--- config.mk ---
export PLATFORM = sky130hd
export DESIGN_NAME = approx_term_unit
export DESIGN_NICKNAME = d
export VERILOG_FILES = /design/src/rtl/approx_term_unit.sv
export SDC_FILE = /design/constraint.sdc
export NUM_CORES = 1
export LEC_CHECK = 0
export ABC_AREA = 1
export BUFFER_PORTS_ARGS = -buffer_cell sky130_fd_sc_hd__buf_4
export CAP_MARGIN = 25
export CELL_PAD_IN_SITES_DETAIL_PLACEMENT = 0
export CELL_PAD_IN_SITES_GLOBAL_PLACEMENT = 2
export CORE_ASPECT_RATIO = 1.4
export CORE_MARGIN = 2
export CORE_UTILIZATION = 33
export DETAILED_ROUTE_END_ITERATION = 7
export HOLD_SLACK_MARGIN = 0.12
export PLACE_DENSITY_LB_ADDON = 0.05
export RECOVER_POWER = 100
export SETUP_SLACK_MARGIN = 0.4
export SYNTH_ARGS = -nofsm -noshare
export SYNTH_HDL_FRONTEND = slang
export SYNTH_SLANG_ARGS = --single-unit
--- constraint.sdc ---
create_clock -name clk -period 8.1 [get_ports clk]
set_input_delay 0.405 -clock clk [delete_from_list [all_inputs] [get_ports clk]]
set_output_delay 0.405 -clock clk [all_outputs]
set_load 0.05 [all_outputs]
--- src/rtl/approx_term_unit.sv ---
// approx_term_unit: decides when the series approximation has converged, raises the
//   stop request to the controller and holds the final result for the next stage.
// Latency: valid_o is combinational in the check cycle; result_valid_o follows one cycle later.
// Backpressure: the result is held in HOLD until result_ready_i; start_i and check_i are ignored there.
// Ports: clk/rst (sync, active-high); start_i, check_i, y_i from the controller/datapath;
//   valid_o stop request; result_o/iter_o/timeout_o with result_valid_o/result_ready_i handshake.
// Option: define TERM_ITER_LIMIT_EN to stop after MAX_ITER checks and report timeout_o.
module approx_term_unit #(
  parameter int WIDTH    = 16,
  parameter int ITER_W   = 6,
  parameter int EPS      = 8,
  parameter int MAX_ITER = 32
) (
  input  logic              clk,
  input  logic              rst,
  input  logic              start_i,
  input  logic              check_i,
  input  logic [WIDTH-1:0]  y_i,
  output logic              valid_o,
  output logic [WIDTH-1:0]  result_o,
  output logic [ITER_W-1:0] iter_o,
  output logic              timeout_o,
  output logic              result_valid_o,
  input  logic              result_ready_i
);

  typedef enum logic [1:0] {IDLE, RUN, HOLD} state_t;

  state_t             state_q, state_d;
  logic [WIDTH-1:0]   y_prev_q, y_prev_d;
  logic [ITER_W-1:0]  cnt_q, cnt_d;
  logic [WIDTH-1:0]   result_q, result_d;
  logic [ITER_W-1:0]  iter_q, iter_d;
  logic               timeout_q, timeout_d;
  logic               result_valid_q, result_valid_d;

  logic [WIDTH:0]     diff;
  logic [WIDTH:0]     abs_d;
  logic [ITER_W-1:0]  cnt_inc;
  logic               conv, lim_hit, lim, term, check_go;

  // One extra bit keeps y_i - y_prev exact for every pair of inputs.
  assign diff    = {y_i[WIDTH-1], y_i} - {y_prev_q[WIDTH-1], y_prev_q};
  assign abs_d   = diff[WIDTH] ? (~diff + (WIDTH+1)'(1)) : diff;
  assign conv    = (abs_d < (WIDTH+1)'(EPS));
  assign lim_hit = (cnt_q == ITER_W'(MAX_ITER - 1));
  // The counter sticks at all-ones rather than wrapping back to zero.
  assign cnt_inc = (cnt_q == {ITER_W{1'b1}}) ? cnt_q : cnt_q + ITER_W'(1);

`ifdef TERM_ITER_LIMIT_EN
  assign lim = lim_hit;
`else
  // Limit comparator is disabled; only convergence can end a run.
  assign lim = lim_hit & 1'b0;
`endif

  assign term     = conv | lim;
  // start_i wins over a coincident check_i.
  assign check_go = (state_q == RUN) && check_i && !start_i;
  // Combinational so the controller can block the next accumulator write.
  assign valid_o  = !rst && check_go && term;

  always_comb begin
    state_d        = state_q;
    y_prev_d       = y_prev_q;
    cnt_d          = cnt_q;
    result_d       = result_q;
    iter_d         = iter_q;
    timeout_d      = timeout_q;
    result_valid_d = result_valid_q;
    case (state_q)
      IDLE, RUN: begin
        if (start_i) begin
          state_d   = RUN;
          y_prev_d  = '0;
          cnt_d     = '0;
          timeout_d = 1'b0;
        end else if (check_go) begin
          if (term) begin
            state_d        = HOLD;
            result_d       = y_i;
            iter_d         = cnt_inc;
            timeout_d      = lim & !conv;
            result_valid_d = 1'b1;
          end else begin
            y_prev_d = y_i;
            cnt_d    = cnt_inc;
          end
        end
      end
      HOLD: begin
        if (result_ready_i) begin
          state_d        = IDLE;
          result_valid_d = 1'b0;
        end
      end
      default: begin
        state_d        = IDLE;
        result_valid_d = 1'b0;
      end
    endcase
  end

  always_ff @(posedge clk) begin
    if (rst) begin
      state_q        <= IDLE;
      y_prev_q       <= '0;
      cnt_q          <= '0;
      result_q       <= '0;
      iter_q         <= '0;
      timeout_q      <= 1'b0;
      result_valid_q <= 1'b0;
    end else begin
      state_q        <= state_d;
      y_prev_q       <= y_prev_d;
      cnt_q          <= cnt_d;
      result_q       <= result_d;
      iter_q         <= iter_d;
      timeout_q      <= timeout_d;
      result_valid_q <= result_valid_d;
    end
  end

  assign result_o       = result_q;
  assign iter_o         = iter_q;
  assign timeout_o      = timeout_q;
  assign result_valid_o = result_valid_q;

endmodule

Yosys cells after proc, flatten, opt, wreduce, memory -nomap -nowiden
Cells that the tools add are included.

operators by class
  equal/unequal tests = 10
  add/subtract/negate cells = 3
  reduce and logical (&&, ||, !) cells = 15
  bitwise operators = 2
  div/mod/pow operators = 0
  shifts and indexed selects = 0
  multiply operators = 0
  mux-type cells = 21
  $lt $le $gt $ge = 1

operators with widths
  cell                     number
  $mux W16                 3
  $mux W6                  4
  $add A17 B1 Y17 const B  1
  $lt A17 B4 Y1 const B    1
  $mux W17                 1
  $not A17 Y17             1
  $sub A16 B16 Y17         1
  $ne A2 B2 Y1 const B     5
  $reduce_and A3 Y1        3
  $mux W2                  4
  $reduce_and A4 Y1        2
  $mux W1                  7
  $add A6 B1 Y6 const B    1
  $eq A6 B6 Y1 const B     1
  $ne A3 B3 Y1 const B     2
  $logic_and A1 B1 Y1      4
  $pmux W2 S2              1
  $reduce_bool A2 Y1       2
  $eq A2 B1 Y1 const B     1
  $eq A2 B2 Y1 const B     1
  $logic_not A1 Y1         2
  $logic_not A2 Y1         1
  $pmux W1 S2              1
  $reduce_or A2 Y1         1
  $not A1 Y1               1

storage, ports and cells
  latch bits = 0
  input port bits = 21
  memories kept = 0
  memory bits (writable) = 0
  output and inout port bits = 25
  memory bits (read-only) = 0
  register bits = 48

Depth between registers and ports, before layout
  depth after elaboration = 9
  depth in mapped cells = 26
  gate-level depth less buffers = 24

Least setup slack after synthesis
OpenSTA, ideal clock, no wires.

  kind = in2out
  start point = input y_i[0]
  end point = output valid_o
  cell stages on the path = 22
  slack = 4.186 ns
  arrival = 3.509 ns
  path through = inv_1 ha_1 fa_1 inv_1 nand3_1 nand2_2 nand2_1 nand2_1 nand3_1 nand2_1 nand2_1 nand2_4 inv_4 buf_6 nand3_1 nand2_1 nor2_1 nand3_1 nor2_4 nand2_4 buf_2 nor4_2

between the ends
  longest elaborated chain between the ends = 6

ends and longest elaborated chain
  item                     RTL line  text
  start: declaration       18        input logic [WIDTH-1:0] y_i,
  $sub A16 B16 Y17 (*)     43        assign diff = {y_i[WIDTH-1], y_i} - {y_prev_q[WIDTH-1], y_prev_q};
  $not A17 Y17             44        assign abs_d = diff[WIDTH] ? (~diff + (WIDTH+1)'(1)) : diff;
  $add A17 B1 Y17          44
  $mux W17 (*)             44
  $lt A17 B4 Y1 (*)        45        assign conv = (abs_d < (WIDTH+1)'(EPS));
  $logic_and A1 B1 Y1 (*)  61        assign valid_o = !rst && check_go && term;
  end: declaration         19        output logic valid_o,

Mark *: on every way between the ends. The rest lies on a longest branch, timed or not.

Final worst setup path
  start point = register y_prev_q[0]
  end point = output valid_o

between the ends
  longest elaborated chain between the ends = 6

ends and longest elaborated chain
  item                      RTL line  text
  start: declaration        30        logic [WIDTH-1:0] y_prev_q, y_prev_d;
  start signal: assignment  115       y_prev_q <= y_prev_d;
  $sub A16 B16 Y17 (*)      43
  $not A17 Y17              44
  $add A17 B1 Y17           44
  $mux W17 (*)              44
  $lt A17 B4 Y1 (*)         45
  $logic_and A1 B1 Y1 (*)   61

Marked as above.

==> run_results.csv <==
group,metric,value,unit
synthesis,yosys-top-cells-count,"161 x nand2_1, 73 x inv_1, 59 x nand3_1",
synthesis,synthCells,572,
worst_setup_path,reg2reg_to,"iter_o[2]$_SDFFE_PP0P_",
run_status,status,"finished with violations",
placed_design,dpl.hpwl,8460,um
global_routing,grt_max_degree,47,
clocking,ctsResizeCount,0,
detailed_routing,wl_per_cell,14.5,um
pwr,p_per_area,151,nW/um2
pwr,p_leak,1.77,nW
timing,setup_slack,2.45,ns
global_routing,grt_pass1_wl,17900,um
clocking,clock_path_buffers,2,
worst_setup_path,critical_path.max_stage_delay,1.13,ns
worst_setup_path,reg2reg_from,"y_prev_q[0]$_SDFFE_PP0P_",
job,maxCapViolations,1,
timing,slew_headroom,-2.01,%
global_routing,overflow,0,
placed_design,pre_cts_ws,3.74,ns
synthesis,ys_top_cells_by_area,"dfxtp_1 27%, nand2_1 17%, nand4_1 8.8%",
synthesis,synth_edf_count,0,
timing,holdWs,0.424,ns
timing,finalSetupTns,0,ns
final_layout,fin_cells,738,
synthesis,syn_avg_cell_area,6.19,um2
worst_setup_path,cp.arrival,5.24,ns
worst_setup_path,path_cells,"ha_1 > fa_1 > inv_1 > nand3_1 > nand2_1 > nand2_1 > nand2_1 > nand3_1 > nand2_1 > nand2_1 > nand2_4 > clkinvlp_2 > nand2_1 > nand2_1 > nand2_1 > nand2_1 > nor2_1 > nand2_1 > nor2_1 > nand2_4 > nor4_2 > buf_4",
synthesis,synth_top_area_share,26.6,%
worst_setup_path,worst-setup-path-type,"reg -> out",
synthesis,ys_types,31,
worst_setup_path,reg2reg_slack,2.54,ns
clocking,cts_hold_buf,0,
placed_design,placedCellCount,730,
clocking,cts_buffers,5,
detailed_routing,final_antenna_net_count,0,
synthesis,async_flop_share,0,%
detailed_routing,wl_met2,5840,um
clocking,clkTransAtPathRegs,0.06,ns
clocking,clock-sinks,47,
timing,timing.fmax,177,MHz
synthesis,netlist_area,3540,um2
timing,final_max_slew_viol_count,25,
detailed_routing,routed_wl,10700,um
final_layout,area_delta_synth_final,12.9,%
placed_design,gp_congestion,0.816,
timing,fin_crit,5.65,ns
clocking,cts_tree,"yes",
detailed_routing,dr.pass1.iters,4,
min_path,min_to,"y_prev_q[6]$_SDFFE_PP0P_",
clocking,clk_latency,0.29,ns
detailed_routing,met3_length,191,um
worst_setup_path,cp-end-kind,"primary output",
timing,max_slew.worst_pin.slew,1.52,ns
detailed_routing,drcViolationCount,0,
synthesis,synth_top_cell_by_area,"dfxtp_1",
synthesis,yosysMostFrequentCell,"nand2_1",
global_routing,track_usage,19.3,%
worst_setup_path,cp_max_fo,26,
timing,report.final.setup_viol,0,
synthesis,ys_seq_area_share,26.6,%
detailed_routing,wl_met1,4440,um
min_path,hold_start,"y_i[6]",
timing,skew,0.00320,ns
run_status,violations,"max-capacitance violations, max-slew violations",
placed_design,portBuffers,44,
global_routing,grt_pass1_vias,3697,
die,dieArea,11600,um2
worst_setup_path,critPathRequiredTime,7.70,ns
die,die_h,127,um
worst_setup_path,crit_slowest_cell,"nor2_1",
global_routing,antenna_found_initial,0,
clocking,cts_setup_buffers,0,
detailed_routing,drt_iter0_drc,136,
timing,rsz0062_at_grt,"false",
synthesis,synth-main-ff-cell,"dfxtp_1",
min_path,hold_depth,3,
final_layout,drive_gt1_share,8.83,%
synthesis,synth_seq_cells,47,
die,rows,44,
detailed_routing,avgViaCountPerCell,4.96,
die,die_x,91.5,um
die,floorplan.initialDensity,34.0,%
timing,finalHoldViolCount,0,
detailed_routing,top_layer_used,"met4",
min_path,hp-class,"in -> reg",
die,core_area,10400,um2
final_layout,nNetsFinal,638,
worst_setup_path,cp-start-kind,"register",
worst_setup_path,rr_worst_depth,22,
die,io_pins,46,
synthesis,yosysWarnings,0,
detailed_routing,vias,3658,
worst_setup_path,path_common_cell,"nand2_1",
synthesis,syn_nets,611,
clocking,htree_levels,2,
pwr,ir_drop,0.126,mV
clocking,cts-root-buf,"clkbuf_16",
timing,post-route-period-util,69.7,%
final_layout,diodes,0,
cells in the final DEF (no fill, tap or decap), drive strengths merged:
cell,count
a21oi,56
buf,23
bufinv,1
clkbuf,29
clkinv,1
clkinvlp,1
conb,1
dfxtp,47
fa,1
ha,17
inv,80
mux2,1
nand2,168
nand3,61
nand3b,6
nand4,50
nor2,38
nor3,2
nor4,1
o21ai,10
o21bai,2
or3,1
xor2,3
worst max path at each step:
| stage | cells past startpoint | start | endpoint |
|---|---|---|---|
| 2_1_floorplan | 22 | y_i[0] | valid_o |
| 3_5_place_dp | 20 | y_i[0] | valid_o |
| 6_report | 22 | y_prev_q[0]$_SDFFE_PP0P_ | valid_o |
| 3_3_place_gp | 20 | y_i[0] | valid_o |
| 5_1_grt | 22 | y_prev_q[0]$_SDFFE_PP0P_ | valid_o |
| 4_1_cts | 18 | y_prev_q[0]$_SDFFE_PP0P_ | valid_o |
stage by stage:
step           util (%)  total power, W  cell area [um2]
3_5_place_dp       37.7        0.000371             3930
6_report           38.4        0.000605             4000
3_3_place_gp       37.7        0.000372             3930
2_1_floorplan         -        0.000336             3540
4_1_cts            39.4        0.000614             4100
5_1_grt            38.4        0.000640             4000
state kept, by name, summed over array words and instances, names as in the netlist:
name and cells:
result_o 16, y_prev_q 16, cnt_q 6, iter_o 6
state_q 2, result_valid_o 1
per-layer routing:
| layer | track usage [%] | vias up |
|---|---|---|
| li1 | - | 1928 |
| met1 | 21.3 | 1674 |
| met4 | 6.86 | 0 |
| met2 | 37.3 | 44 |
| met3 | 2.08 | 12 |
| met5 | 0 | - |
logic make-up after synthesis:
family | count (synthesis) | synth area share [%]
flip-flops | 47 | 26.6
AND/OR/NAND/NOR | 327 | 43.4
buffers and inverters | 107 | 12.5
XOR/XNOR | 3 | 0.742
other | 1 | 0.106
AO/OA/AOI/OAI | 68 | 9.76
adder cells (fa/ha/maj) | 18 | 6.57
multiplexers | 1 | 0.318
critical path, delay by kind of cell, from the launching register on:
kind / cells / cell delay, ns
buffers and inverters: 3 / 0.83
and+or+nand+nor: 17 / 3.20
DFF: 1 / 0.31
adders and majority gates: 2 / 0.59
power by group:
| part | total (W) | leakage [nW] | internal (W) | switching, W |
|---|---|---|---|---|
| registers | 0.000234 | 0.379 | 0.000233 | 0.000000982 |
| logic | 0.000130 | 1.30 | 0.0000412 | 0.0000886 |
| clock network | 0.000241 | 0.0868 | 0.000153 | 0.0000879 |
| total | 0.000605 | 1.77 | 0.000427 | 0.000177 |
layout make-up:
class	count	area (um2)
sequential	47	941
tap	138	173
inverter	81	305
fill	1183	6410
timing repair buffer	46	259
multi-input combinational	418	2140
clock inverter	2	35.0
clock buffer	6	139
No activity file was read; power rests on OpenSTA's default activity.
